## config.mk

```make
export PLATFORM = sky130hd
export DESIGN_NAME = iob_system_sim_uart_flat
export DESIGN_NICKNAME = d
export VERILOG_FILES = /design/src/rtl/iob_system_sim_uart_if.sv /design/src/rtl/iob_system_sim_uart.sv /design/src/flat_wrapper.sv
export SDC_FILE = /design/constraint.sdc
export NUM_CORES = 1
export LEC_CHECK = 0
export CAP_MARGIN = 20
export CORE_MARGIN = 3
export CORE_UTILIZATION = 59
export CTS_BUF_LIST = sky130_fd_sc_hd__clkbuf_8
export DETAILED_ROUTE_END_ITERATION = 8
export PLACE_DENSITY_LB_ADDON = 0.25
export SYNTH_ARGS = -nofsm -noshare
export SYNTH_HDL_FRONTEND = slang
export SYNTH_SLANG_ARGS = --single-unit
```

## constraint.sdc

```tcl
create_clock -name clk_i -period 6.1 [get_ports clk_i]
set_input_delay 0.61 -clock clk_i [delete_from_list [all_inputs] [get_ports clk_i]]
set_output_delay 0.61 -clock clk_i [all_outputs]
set_load 0.01 [all_outputs]
```

## src/rtl/iob_system_sim_uart_if.sv

```systemverilog
// IOb-native request/response bundle between the simulation host and the console UART.
interface iob_system_sim_uart_if #(
  parameter int DATA_W = 32,
  parameter int ADDR_W = 3
);
  logic                iob_valid_i;
  logic [ADDR_W-1:0]   iob_addr_i;
  logic [DATA_W-1:0]   iob_wdata_i;
  logic [DATA_W/8-1:0] iob_wstrb_i;
  logic [DATA_W-1:0]   iob_rdata_o;
  logic                iob_ready_o;
  logic                iob_rvalid_o;

  modport slave (
    input  iob_valid_i, iob_addr_i, iob_wdata_i, iob_wstrb_i,
    output iob_rdata_o, iob_ready_o, iob_rvalid_o
  );
  modport master (
    output iob_valid_i, iob_addr_i, iob_wdata_i, iob_wstrb_i,
    input  iob_rdata_o, iob_ready_o, iob_rvalid_o
  );
endinterface

```

## src/rtl/iob_system_sim_uart.sv

```systemverilog
// Console-side 8N1 UART with an IOb CSR view: TX/RX ready flags, TX push, RX pop.
module iob_system_sim_uart #(
  parameter int DATA_W = 32,
  parameter int ADDR_W = 3
) (
  input  logic                  clk_i,
  input  logic                  arst_i,
  input  logic                  cke_i,
  iob_system_sim_uart_if.slave  iob,
  output logic                  txd_o,
  input  logic                  rxd_i
);
  typedef enum logic [1:0] {S_IDLE, S_START, S_DATA, S_STOP} st_t;

  localparam logic [ADDR_W-1:0] A_SOFT = ADDR_W'(0);
  localparam logic [ADDR_W-1:0] A_RXRD = ADDR_W'(1);
  localparam logic [ADDR_W-1:0] A_DIV  = ADDR_W'(2);
  localparam logic [ADDR_W-1:0] A_DATA = ADDR_W'(4);
  localparam logic [ADDR_W-1:0] A_TXEN = ADDR_W'(5);
  localparam logic [ADDR_W-1:0] A_RXEN = ADDR_W'(6);

  logic [15:0] div_r, div_eff, half;
  logic        txen, rxen, softreset, rxready, txready;
  logic [7:0]  rxdata;
  logic        wr, rd;
  logic [DATA_W-1:0] rd_val;

  assign wr = iob.iob_valid_i &&  (|iob.iob_wstrb_i);
  assign rd = iob.iob_valid_i && !(|iob.iob_wstrb_i);
  assign iob.iob_ready_o = 1'b1;

  // Divisors below 2 would leave no room for a mid-bit sample
  assign div_eff = (div_r < 16'd2) ? 16'd2 : div_r;
  assign half    = div_eff >> 1;

  // ---------------- TX ----------------
  st_t        tx_st, tx_nxt;
  logic [15:0] tx_cnt, tx_cnt_nxt;
  logic [7:0]  tx_sh, tx_sh_nxt;
  logic [2:0]  tx_bit, tx_bit_nxt;
  logic        tx_last, tx_load;

  assign txready = txen && (tx_st == S_IDLE) && !softreset;
  assign tx_load = wr && (iob.iob_addr_i == A_DATA) && txready;
  assign tx_last = (tx_cnt == div_eff - 16'd1);

  always_comb begin
    tx_nxt     = tx_st;
    tx_cnt_nxt = tx_cnt;
    tx_sh_nxt  = tx_sh;
    tx_bit_nxt = tx_bit;
    case (tx_st)
      S_IDLE: if (tx_load) begin
        tx_nxt     = S_START;
        tx_cnt_nxt = '0;
        tx_sh_nxt  = iob.iob_wdata_i[7:0];
      end
      S_START: if (tx_last) begin
        tx_nxt     = S_DATA;
        tx_cnt_nxt = '0;
        tx_bit_nxt = '0;
      end else tx_cnt_nxt = tx_cnt + 16'd1;
      S_DATA: if (tx_last) begin
        tx_cnt_nxt = '0;
        tx_sh_nxt  = tx_sh >> 1;
        if (tx_bit == 3'd7) tx_nxt = S_STOP;
        else tx_bit_nxt = tx_bit + 3'd1;
      end else tx_cnt_nxt = tx_cnt + 16'd1;
      S_STOP: if (tx_last) tx_nxt = S_IDLE;
              else tx_cnt_nxt = tx_cnt + 16'd1;
      default: tx_nxt = S_IDLE;
    endcase
    if (softreset) begin
      tx_nxt     = S_IDLE;
      tx_cnt_nxt = '0;
    end
  end

  always_ff @(posedge clk_i or negedge arst_i)
    if (!arst_i) begin
      tx_st  <= S_IDLE;
      tx_cnt <= '0;
      tx_sh  <= '0;
      tx_bit <= '0;
    end else if (cke_i) begin
      tx_st  <= tx_nxt;
      tx_cnt <= tx_cnt_nxt;
      tx_sh  <= tx_sh_nxt;
      tx_bit <= tx_bit_nxt;
    end

  // Softreset drives the line idle in the same cycle it is seen
  assign txd_o = softreset          ? 1'b1 :
                 (tx_st == S_START) ? 1'b0 :
                 (tx_st == S_DATA)  ? tx_sh[0] : 1'b1;

  // ---------------- RX ----------------
  st_t         rx_st, rx_nxt;
  logic [15:0] rx_cnt, rx_cnt_nxt;
  logic [7:0]  rx_sh, rx_sh_nxt;
  logic [2:0]  rx_bit, rx_bit_nxt;
  logic        rx_s1, rx_s2, rx_s3, rx_ok;

  always_comb begin
    rx_nxt     = rx_st;
    rx_cnt_nxt = rx_cnt;
    rx_sh_nxt  = rx_sh;
    rx_bit_nxt = rx_bit;
    rx_ok      = 1'b0;
    case (rx_st)
      S_IDLE: if (rx_s3 && !rx_s2) begin
        rx_nxt     = S_START;
        rx_cnt_nxt = '0;
      end
      S_START: if (rx_cnt == half - 16'd1) begin
        rx_cnt_nxt = '0;
        rx_bit_nxt = '0;
        rx_nxt     = rx_s2 ? S_IDLE : S_DATA;
      end else rx_cnt_nxt = rx_cnt + 16'd1;
      S_DATA: if (rx_cnt == div_eff - 16'd1) begin
        rx_cnt_nxt = '0;
        rx_sh_nxt  = {rx_s2, rx_sh[7:1]};
        if (rx_bit == 3'd7) rx_nxt = S_STOP;
        else rx_bit_nxt = rx_bit + 3'd1;
      end else rx_cnt_nxt = rx_cnt + 16'd1;
      S_STOP: if (rx_cnt == div_eff - 16'd1) begin
        rx_nxt = S_IDLE;
        rx_ok  = rx_s2;
      end else rx_cnt_nxt = rx_cnt + 16'd1;
      default: rx_nxt = S_IDLE;
    endcase
    if (!rxen || softreset) begin
      rx_nxt     = S_IDLE;
      rx_cnt_nxt = '0;
      rx_ok      = 1'b0;
    end
  end

  always_ff @(posedge clk_i or negedge arst_i)
    if (!arst_i) begin
      rx_st  <= S_IDLE;
      rx_cnt <= '0;
      rx_sh  <= '0;
      rx_bit <= '0;
      rx_s1  <= 1'b1;
      rx_s2  <= 1'b1;
      rx_s3  <= 1'b1;
    end else if (cke_i) begin
      rx_st  <= rx_nxt;
      rx_cnt <= rx_cnt_nxt;
      rx_sh  <= rx_sh_nxt;
      rx_bit <= rx_bit_nxt;
      rx_s1  <= rxd_i;
      rx_s2  <= rx_s1;
      rx_s3  <= rx_s2;
    end

  // ---------------- CSRs ----------------
  always_comb begin
    rd_val = '0;
    case (iob.iob_addr_i)
      A_SOFT:  rd_val[0]   = txready;
      A_RXRD:  rd_val[8]   = rxready;
      A_DATA:  rd_val[7:0] = rxdata;
      default: ;
    endcase
  end

  always_ff @(posedge clk_i or negedge arst_i)
    if (!arst_i) begin
      div_r            <= '0;
      txen             <= 1'b0;
      rxen             <= 1'b0;
      softreset        <= 1'b0;
      rxready          <= 1'b0;
      rxdata           <= '0;
      iob.iob_rdata_o  <= '0;
      iob.iob_rvalid_o <= 1'b0;
    end else if (cke_i) begin
      if (wr)
        case (iob.iob_addr_i)
          A_SOFT:  softreset <= iob.iob_wdata_i[0];
          A_DIV:   div_r     <= iob.iob_wdata_i[31:16];
          A_TXEN:  txen      <= iob.iob_wdata_i[8];
          A_RXEN:  rxen      <= iob.iob_wdata_i[16];
          default: ;
        endcase
      iob.iob_rvalid_o <= rd;
      if (rd) iob.iob_rdata_o <= rd_val;
      // A byte landing in the same cycle as a pop takes priority over the clear
      if (softreset) rxready <= 1'b0;
      else if (rx_ok) begin
        rxready <= 1'b1;
        rxdata  <= rx_sh;
      end else if (rd && iob.iob_addr_i == A_DATA) rxready <= 1'b0;
    end
endmodule

```

## src/flat_wrapper.sv

```systemverilog
// flat-port wrapper written by rule: the top's interface ports become plain ports
module iob_system_sim_uart_flat 
#(
  parameter int DATA_W = 32,
  parameter int ADDR_W = 3
)
  (clk_i, arst_i, cke_i, txd_o, rxd_i, iob_iob_valid_i, iob_iob_addr_i, iob_iob_wdata_i, iob_iob_wstrb_i, iob_iob_rdata_o, iob_iob_ready_o, iob_iob_rvalid_o);
  iob_system_sim_uart_if #(.DATA_W(DATA_W), .ADDR_W(ADDR_W)) iob_i ();
  input  logic clk_i;
  input  logic arst_i;
  input  logic cke_i;
  output logic txd_o;
  input  logic rxd_i;
  input wire logic [$bits(iob_i.iob_valid_i)-1:0] iob_iob_valid_i;
  input wire logic [$bits(iob_i.iob_addr_i)-1:0] iob_iob_addr_i;
  input wire logic [$bits(iob_i.iob_wdata_i)-1:0] iob_iob_wdata_i;
  input wire logic [$bits(iob_i.iob_wstrb_i)-1:0] iob_iob_wstrb_i;
  output wire logic [$bits(iob_i.iob_rdata_o)-1:0] iob_iob_rdata_o;
  output wire logic [$bits(iob_i.iob_ready_o)-1:0] iob_iob_ready_o;
  output wire logic [$bits(iob_i.iob_rvalid_o)-1:0] iob_iob_rvalid_o;
  assign iob_i.iob_valid_i = iob_iob_valid_i;
  assign iob_i.iob_addr_i = iob_iob_addr_i;
  assign iob_i.iob_wdata_i = iob_iob_wdata_i;
  assign iob_i.iob_wstrb_i = iob_iob_wstrb_i;
  assign iob_iob_rdata_o = iob_i.iob_rdata_o;
  assign iob_iob_ready_o = iob_i.iob_ready_o;
  assign iob_iob_rvalid_o = iob_i.iob_rvalid_o;
  iob_system_sim_uart #(.DATA_W(DATA_W), .ADDR_W(ADDR_W)) u_core (.clk_i(clk_i), .arst_i(arst_i), .cke_i(cke_i), .iob(iob_i), .txd_o(txd_o), .rxd_i(rxd_i));
endmodule
```

==> impl_results.md, run 1 <==
- Status: finished, final reports clean
- Global-route wire length before repair: 27900 um
- Met3 WL: 1250 um
- Setup TNS: 0 ns
- I/O Buffers: 47
- Post-synth top area share: 35.0%
- Combinational power share: 37.7%
- CTS tree: built
- Initial Util: 61.8%
- Drt total wl: 16500 um
- Register share of total power: 42.0%
- Switching part of the total power: 40.8%
- Slowest stage delay, CP: 0.87 ns
- PostCTS Resize Cnt: 0
- Number of diodes: 0
- Post-route insts no fill: 916
- Post-CTS Hold Buffers: 0
- Vias in the first global route: 5693
- Max layer used: met4
- Die area: 0.0130 mm2
- Sequential share of the synthesized area: 36.1%
- Setup fix buffers added after clock tree synthesis: 0
- CP endpoint kind: flop
- Met2 WL: 7920 um
- Asr flop ratio synth: 100%
- Detailed-route DRC error count: 0
- FMAX: 192 MHz
- Syn avg cell area: 9.14 um2
- Synthesized flop and latch total: 99
- RSZ-0062 raised after global routing: false
- Share of layout cells above drive strength 1: 11.6%
- CTS root buf: clkbuf_8
- Antenna-violating nets left: 0
- Core ar.: 0.0111 mm2
- TritonCTS buffer count: 9
- Layout Nets: 828
- Routability congestion estimate: 0.886
- Yosys cell types: 85
- Pwr dens: 273 mW/mm2
- Most common cell in the netlist: dfrtp_1
- Startpoint types: flop
- Cell count after synthesis: 752
- Crit path DAT: 5.50 ns
- Grt total ovfl: 0
- Horiz. Die Dim: 114 um
- Int Pwr: 1210 uW
- Synth area leader: dfrtp_1
- Worst-path fanout max: 13
- GRT Util Overall: 26.2%
- Die Y: 114 um
- Hold WC Path Type: in2async
- WP data required: 6.39 ns
- 1st-pass router iterations: 5
- DP Wirelength: 11800 um
- EDFF count, synth: 0
- Clock Sink Count: 99
- MaxCap Viol Count: 0
- # fillers: 905
- I/O pins: 79
- Register Area: 0.00248 mm2
- Wirelength per Cell: 18.0 um
- Period minus WS final: 5.21 ns
- Most instantiated cells after synthesis: 96 x dfrtp_1, 74 x nand2_1, 61 x o21ai_0
- Post-synth top flop: dfrtp_1
- Multi-input logic area: 0.00399 mm2
- Critical Path, Cell by Cell: nor4_4 > a41oi_2 > inv_2 > ha_1 > or3b_2 > nor4_4 > xnor2_1 > xnor2_1 > nor4b_4 > a21oi_1 > a21oi_1 > mux2i_1
- Clk slew on worst S/H paths: 0.12 ns
- CP Class: reg2reg
- DR vias: 5803
- H-Tree Depth: 3
- Slew @ Worst Pin: 1.07 ns
- Clock Latency Late Sink: 0.40 ns
- Peak supply drop: 0.000219 V
- Layout area overhead: 8.61%
- Clock power frac: 20.3%
- Post-Syn Area: 0.00687 mm2
- Pin count of the biggest net entering global routing: 70
- Fin crit share: 85.4%
- Final setup violation count: 0
- R2R cell count: 12
- Slew HR: 28.6%
- Initial antenna violation count: 0
- Clk_skew: 0.0183 ns
- Slowest CP cell: a21oi_1
- Clk buf depth: 2
- Inst Count DP: 900
- Static leakage: 0.00318 uW
- Wl on met1: 7070 um
- Max-slew violations: 0
- Area contributors post-synth: dfrtp_1 35%, xnor2_1 5.6%, mux2_2 5.4%, o21ai_0 4.4%, nand2_1 4.0%
- Via/cell ratio: 6.34
- Ys Warns: 0
- Initial DRC Count: 436
- Hold Vio Cnt, Final: 0
- Sw Pwr: 830 uW
- FP Rows: 38
## cell type report
cell class	count	share of cell area (%)
clock buffer	9	1.66
clock inverter	7	0.821
inverter	29	1.46
multi-input combinational	578	53.5
sequential	99	33.2
tap	140	2.35
timing repair buffer	54	6.97
## per-stage QoR
step | setup slack, ns | utilization (%) | hold WS [ns] | area (um2) | power [uW]
floorplan | 1.77 | - | 0.314 | 6950 | 1430
global placement | 1.17 | 65.4 | 0.460 | 7280 | 1580
CTS | 1.05 | 67.1 | 0.136 | 7460 | 2030
detailed placement | 1.09 | 65.4 | 0.478 | 7280 | 1610
global route | 0.694 | 67.1 | 0.151 | 7460 | 2170
finish | 0.890 | 67.1 | 0.142 | 7460 | 2040
## critical path, delay by kind of cell, from the launching register on
| family | cells | cell delay, ns |
|---|---|---|
| compound gates | 3 | 1.46 |
| xor+xnor | 2 | 0.45 |
| fa+ha+maj | 1 | 0.24 |
| buf+inv | 1 | 0.29 |
| flops | 1 | 0.60 |
| mux | 1 | 0.25 |
| simple gates | 4 | 1.81 |
## flip-flops by register name, indices dropped and copies added, names as in the netlist, 2 cells and up
signal,flops
u_core.rx_st,2
u_core.div_r,16
u_core.rxdata,8
u_core.tx_bit,3
u_core.iob.iob_rdata_o,9
u_core.tx_sh,8
u_core.rx_bit,3
u_core.rx_sh,8
u_core.rx_cnt,16
u_core.tx_cnt,16
u_core.tx_st,2
## logic make-up (layout without fill, tap and decap cells)
group | Yosys count | in the layout | synth area share, %
flops | 99 | 99 | 36.1
other cells | 2 | 24 | 0.109
simple gates | 264 | 264 | 22.1
xor+xnor | 58 | 58 | 7.59
fa+ha+maj | 13 | 13 | 2.37
compound gates | 164 | 164 | 16.0
mux | 55 | 55 | 8.63
buf+inv | 97 | 99 | 7.08
## cells in the final DEF, fill, tap and decap left out, types with 7 or more instances in the layout
cell,n
nor3_1,17
inv_1,28
a22oi_1,7
conb_1,24
buf_4,8
nor2b_1,15
nand3_1,25
a21oi_1,21
and3_1,16
mux2i_1,21
nor4_1,9
clkbuf_8,9
or4_1,8
nor2_1,33
clkdlybuf4s50_1,46
nand4_1,8
o221ai_1,12
mux2_2,33
o21ai_0,61
dfrtp_1,96
nand2_1,74
ha_1,13
xnor2_1,44
and2_1,13
xor2_1,13
or3_1,7
## layer usage
layer | vias to the layer above | GRT usage [%]
li1 | 2701 | -
met1 | 2834 | 34.7
met2 | 243 | 43.5
met3 | 25 | 5.78
met4 | 0 | 7.36
met5 | - | 0
## power by group through the flow
stage	combinational [uW]	sequential, uW	clock (uW)
after floorplan	657	777	0
after global placement	721	860	0
after detailed placement	751	862	0
after CTS	756	851	427
after global routing	841	868	458
final	767	855	414
## path summary, 6_finish.rpt
path | slack, ns | start | end
max in group asynchronous | 4.76 | arst_i | u_core.tx_sh[6]
min in group clk_i | 0.49 | u_core.rx_s3 | u_core.rx_s3
hold reg to reg | 0.49 | u_core.rx_s3 | u_core.rx_s3
hold / removal | 0.14 | arst_i | u_core.rx_cnt[14]
setup reg to reg | 0.89 | u_core.div_r[7] | u_core.tx_cnt[9]
setup / recovery | 0.89 | u_core.div_r[7] | u_core.tx_cnt[9]
No activity file was read; power rests on OpenSTA's default activity.
==> run 2: changes to the inputs <==
Settings changed: CORE_MARGIN 3 to 2.
==> impl_results.md, run 2 (synthesized netlist as in run 1, its figures left out) <==
- Status: finished, final reports clean
- Slowest stage delay, CP: 0.69 ns (-0.18 ns)
- Static leakage: 0.00317 uW (-0.42%)
- FP Rows: 39 (+2.6%)
- CP endpoint kind: flop
- Pwr dens: 270 mW/mm2 (-0.99%)
- Clock Sink Count: 99 (unchanged)
- Hold Vio Cnt, Final: 0 (unchanged)
- Global-route wire length before repair: 27200 um (-2.5%)
- Commonest non-fill, non-tap cell in the layout: dfrtp_1
- Buf/Inv on CP: 2 (+1)
- Startpoint types: flop
- Initial Util: 60.4% (-1.3 points)
- Most frequent cells in the layout: 96 x dfrtp_1, 74 x nand2_1, 61 x o21ai_0, 46 x clkdlybuf4s50_1, 44 x xnor2_1
- CTS root buf: clkbuf_8
- Slew HR: 27.0% (-1.6 points)
- Hold WC Path Type: in2async
- Number of diodes: 0 (unchanged)
- Cell mode on critical path: o21ai_0
- Layout Nets: 828 (unchanged)
- Final Cell Area: 0.00746 mm2 (about the same)
- FMAX: 191 MHz (-0.68%)
- I/O Buffers: 47 (unchanged)
- MaxCap Viol Count: 0 (unchanged)
- CTS tree: built
- Final setup violation count: 0 (unchanged)
- Drt total wl: 16000 um (-2.8%)
- Core ar.: 0.0114 mm2 (+2.2%)
- CP Class: reg2reg
- Top flop regs: u_core.div_r x16, u_core.rx_cnt x16, u_core.tx_cnt x16
- I/O pins: 79 (unchanged)
- Setup TNS: 0 ns (unchanged)
- Initial DRC Count: 343 (-21%)
- Critical Path, Cell by Cell: nor4_4 > a41oi_2 > inv_2 > ha_1 > or3b_2 > o21ai_0 > o21ai_0 > a311oi_1 > nor3_1 > a31oi_1 > buf_4 > o221ai_1 > nand2_1
- Routability congestion estimate: 0.914 (+3.1%)
- Grt total ovfl: 0 (unchanged)
- Wirelength per Cell: 17.5 um (-3.1%)
- Post-CTS Hold Buffers: 0 (unchanged)
- DP Wirelength: 11400 um (-3.3%)
- Pin count of the biggest net entering global routing: 75 (+7.1%)
- Die Y: 112 um (-1.8%)
- Setup fix buffers added after clock tree synthesis: 0 (unchanged)
- PostCTS Resize Cnt: 0 (unchanged)
- Peak supply drop: 0.000197 V (-10%)
- Slowest CP cell: nor4_4
- Met2 global-route usage: 43.7% (+0.24 points)
- Family with the most delay on the worst path: compound AO/OA/AOI/OAI gates
- Clk slew on worst S/H paths: 0.10 ns (-0.02 ns)
- GRT Util Overall: 26.6% (+0.35 points)
- TritonCTS buffer count: 9 (unchanged)
- Clk_skew: 0.0228 ns (+0.00447 ns)
- Share of layout cells above drive strength 1: 11.6% (unchanged)
- GRT met1 Usage: 35.4% (+0.72 points)
- Fin crit share: 86.0% (+0.58 points)
- Layout area overhead: 8.59% (about the same)
- Clock Latency Late Sink: 0.40 ns (about the same)
- WP data required: 6.42 ns (+0.03 ns)
- Met3 Use GR: 6.53% (+0.75 points)
- DR vias: 5704 (-1.7%)
- Detailed-route DRC error count: 0 (unchanged)
- Via/cell ratio: 6.21 (-2.0%)
- GRT busiest layer: met2
- Slew @ Worst Pin: 1.10 ns (+0.0240 ns)
- Antenna-violating nets left: 0 (unchanged)
- Vias in the first global route: 5540 (-2.7%)
- Horiz. Die Dim: 112 um (-1.8%)
- Worst-path fanout max: 12 (-1)
- 1st-pass router iterations: 5 (unchanged)
- Crit path DAT: 5.57 ns (+0.07 ns)
- Period minus WS final: 5.25 ns (+0.0354 ns)
- Initial antenna violation count: 0 (unchanged)
- H-Tree Depth: 3 (unchanged)
- Clk buf depth: 2 (unchanged)
- RSZ-0062 raised after global routing: false
- # fillers: 950 (+5.0%)
- Max-slew violations: 0 (unchanged)
- Die area: 0.0125 mm2 (-3.5%)
- Placed cell area: 0.00728 mm2 (about the same)
[run 2: layout make-up]
type | instances | area (um2) | share of cell area, %
Clock inverter | 7 | 56.3 | 0.755
Tap cell | 143 | 179 | 2.40
Timing Repair Buffer | 54 | 520 | 6.98
Clock buffer | 9 | 124 | 1.66
Sequential cell | 99 | 2480 | 33.2
Multi-Input combinational cell | 578 | 3990 | 53.5
Inverter | 29 | 109 | 1.46
[run 2: path summary, 6_finish.rpt]
check / startpoint / end / slack, ns / cells past startpoint
worst max register to register: u_core.div_r[7] / u_core.rx_cnt[7] / 0.85 / 13
worst min register to register: u_core.rx_bit[0] / u_core.rx_bit[0] / 0.49 / 1
worst min-delay path: arst_i / u_core.tx_cnt[10] / 0.11 / 1
min in group clk_i: u_core.rx_bit[0] / u_core.rx_bit[0] / 0.49 / 1
max in group asynchronous: arst_i / u_core.rxdata[2] / 4.74 / 2
worst max-delay path: u_core.div_r[7] / u_core.rx_cnt[7] / 0.85 / 13
[run 2: stage by stage]
step / power [uW] / cells / hold slack (ns) / setup slack, ns / util, %
after global placement: 1580 / 903 / 0.464 / 1.12 / 64.0
after detailed placement: 1610 / 903 / 0.476 / 1.05 / 64.0
after floorplan: 1430 / 774 / 0.314 / 1.77 / -
after CTS: 2020 / 919 / 0.121 / 1.02 / 65.6
after global routing: 2140 / 919 / 0.137 / 0.690 / 65.6
final: 2020 / 919 / 0.112 / 0.854 / 65.6
[run 2: power by group]
part	internal (uW)	switching (uW)
Clock	151	252
Combinational	325	432
Sequential	724	132
[run 2: worst reg2reg max path, cell delays in order (launching register included)]
cell	delay, ns
dfrtp_1	0.60
nor4_4	0.69
a41oi_2	0.41
inv_2	0.28
ha_1	0.23
or3b_2	0.58
o21ai_0	0.40
o21ai_0	0.16
a311oi_1	0.57
nor3_1	0.13
a31oi_1	0.59
buf_4	0.29
o221ai_1	0.15
nand2_1	0.10
[run 2: layer usage]
layer	wire, um	vias up
li1	-	2716
met1	7000	2734
met2	7620	225
met3	1190	29
met4	238	0
met5	0	-
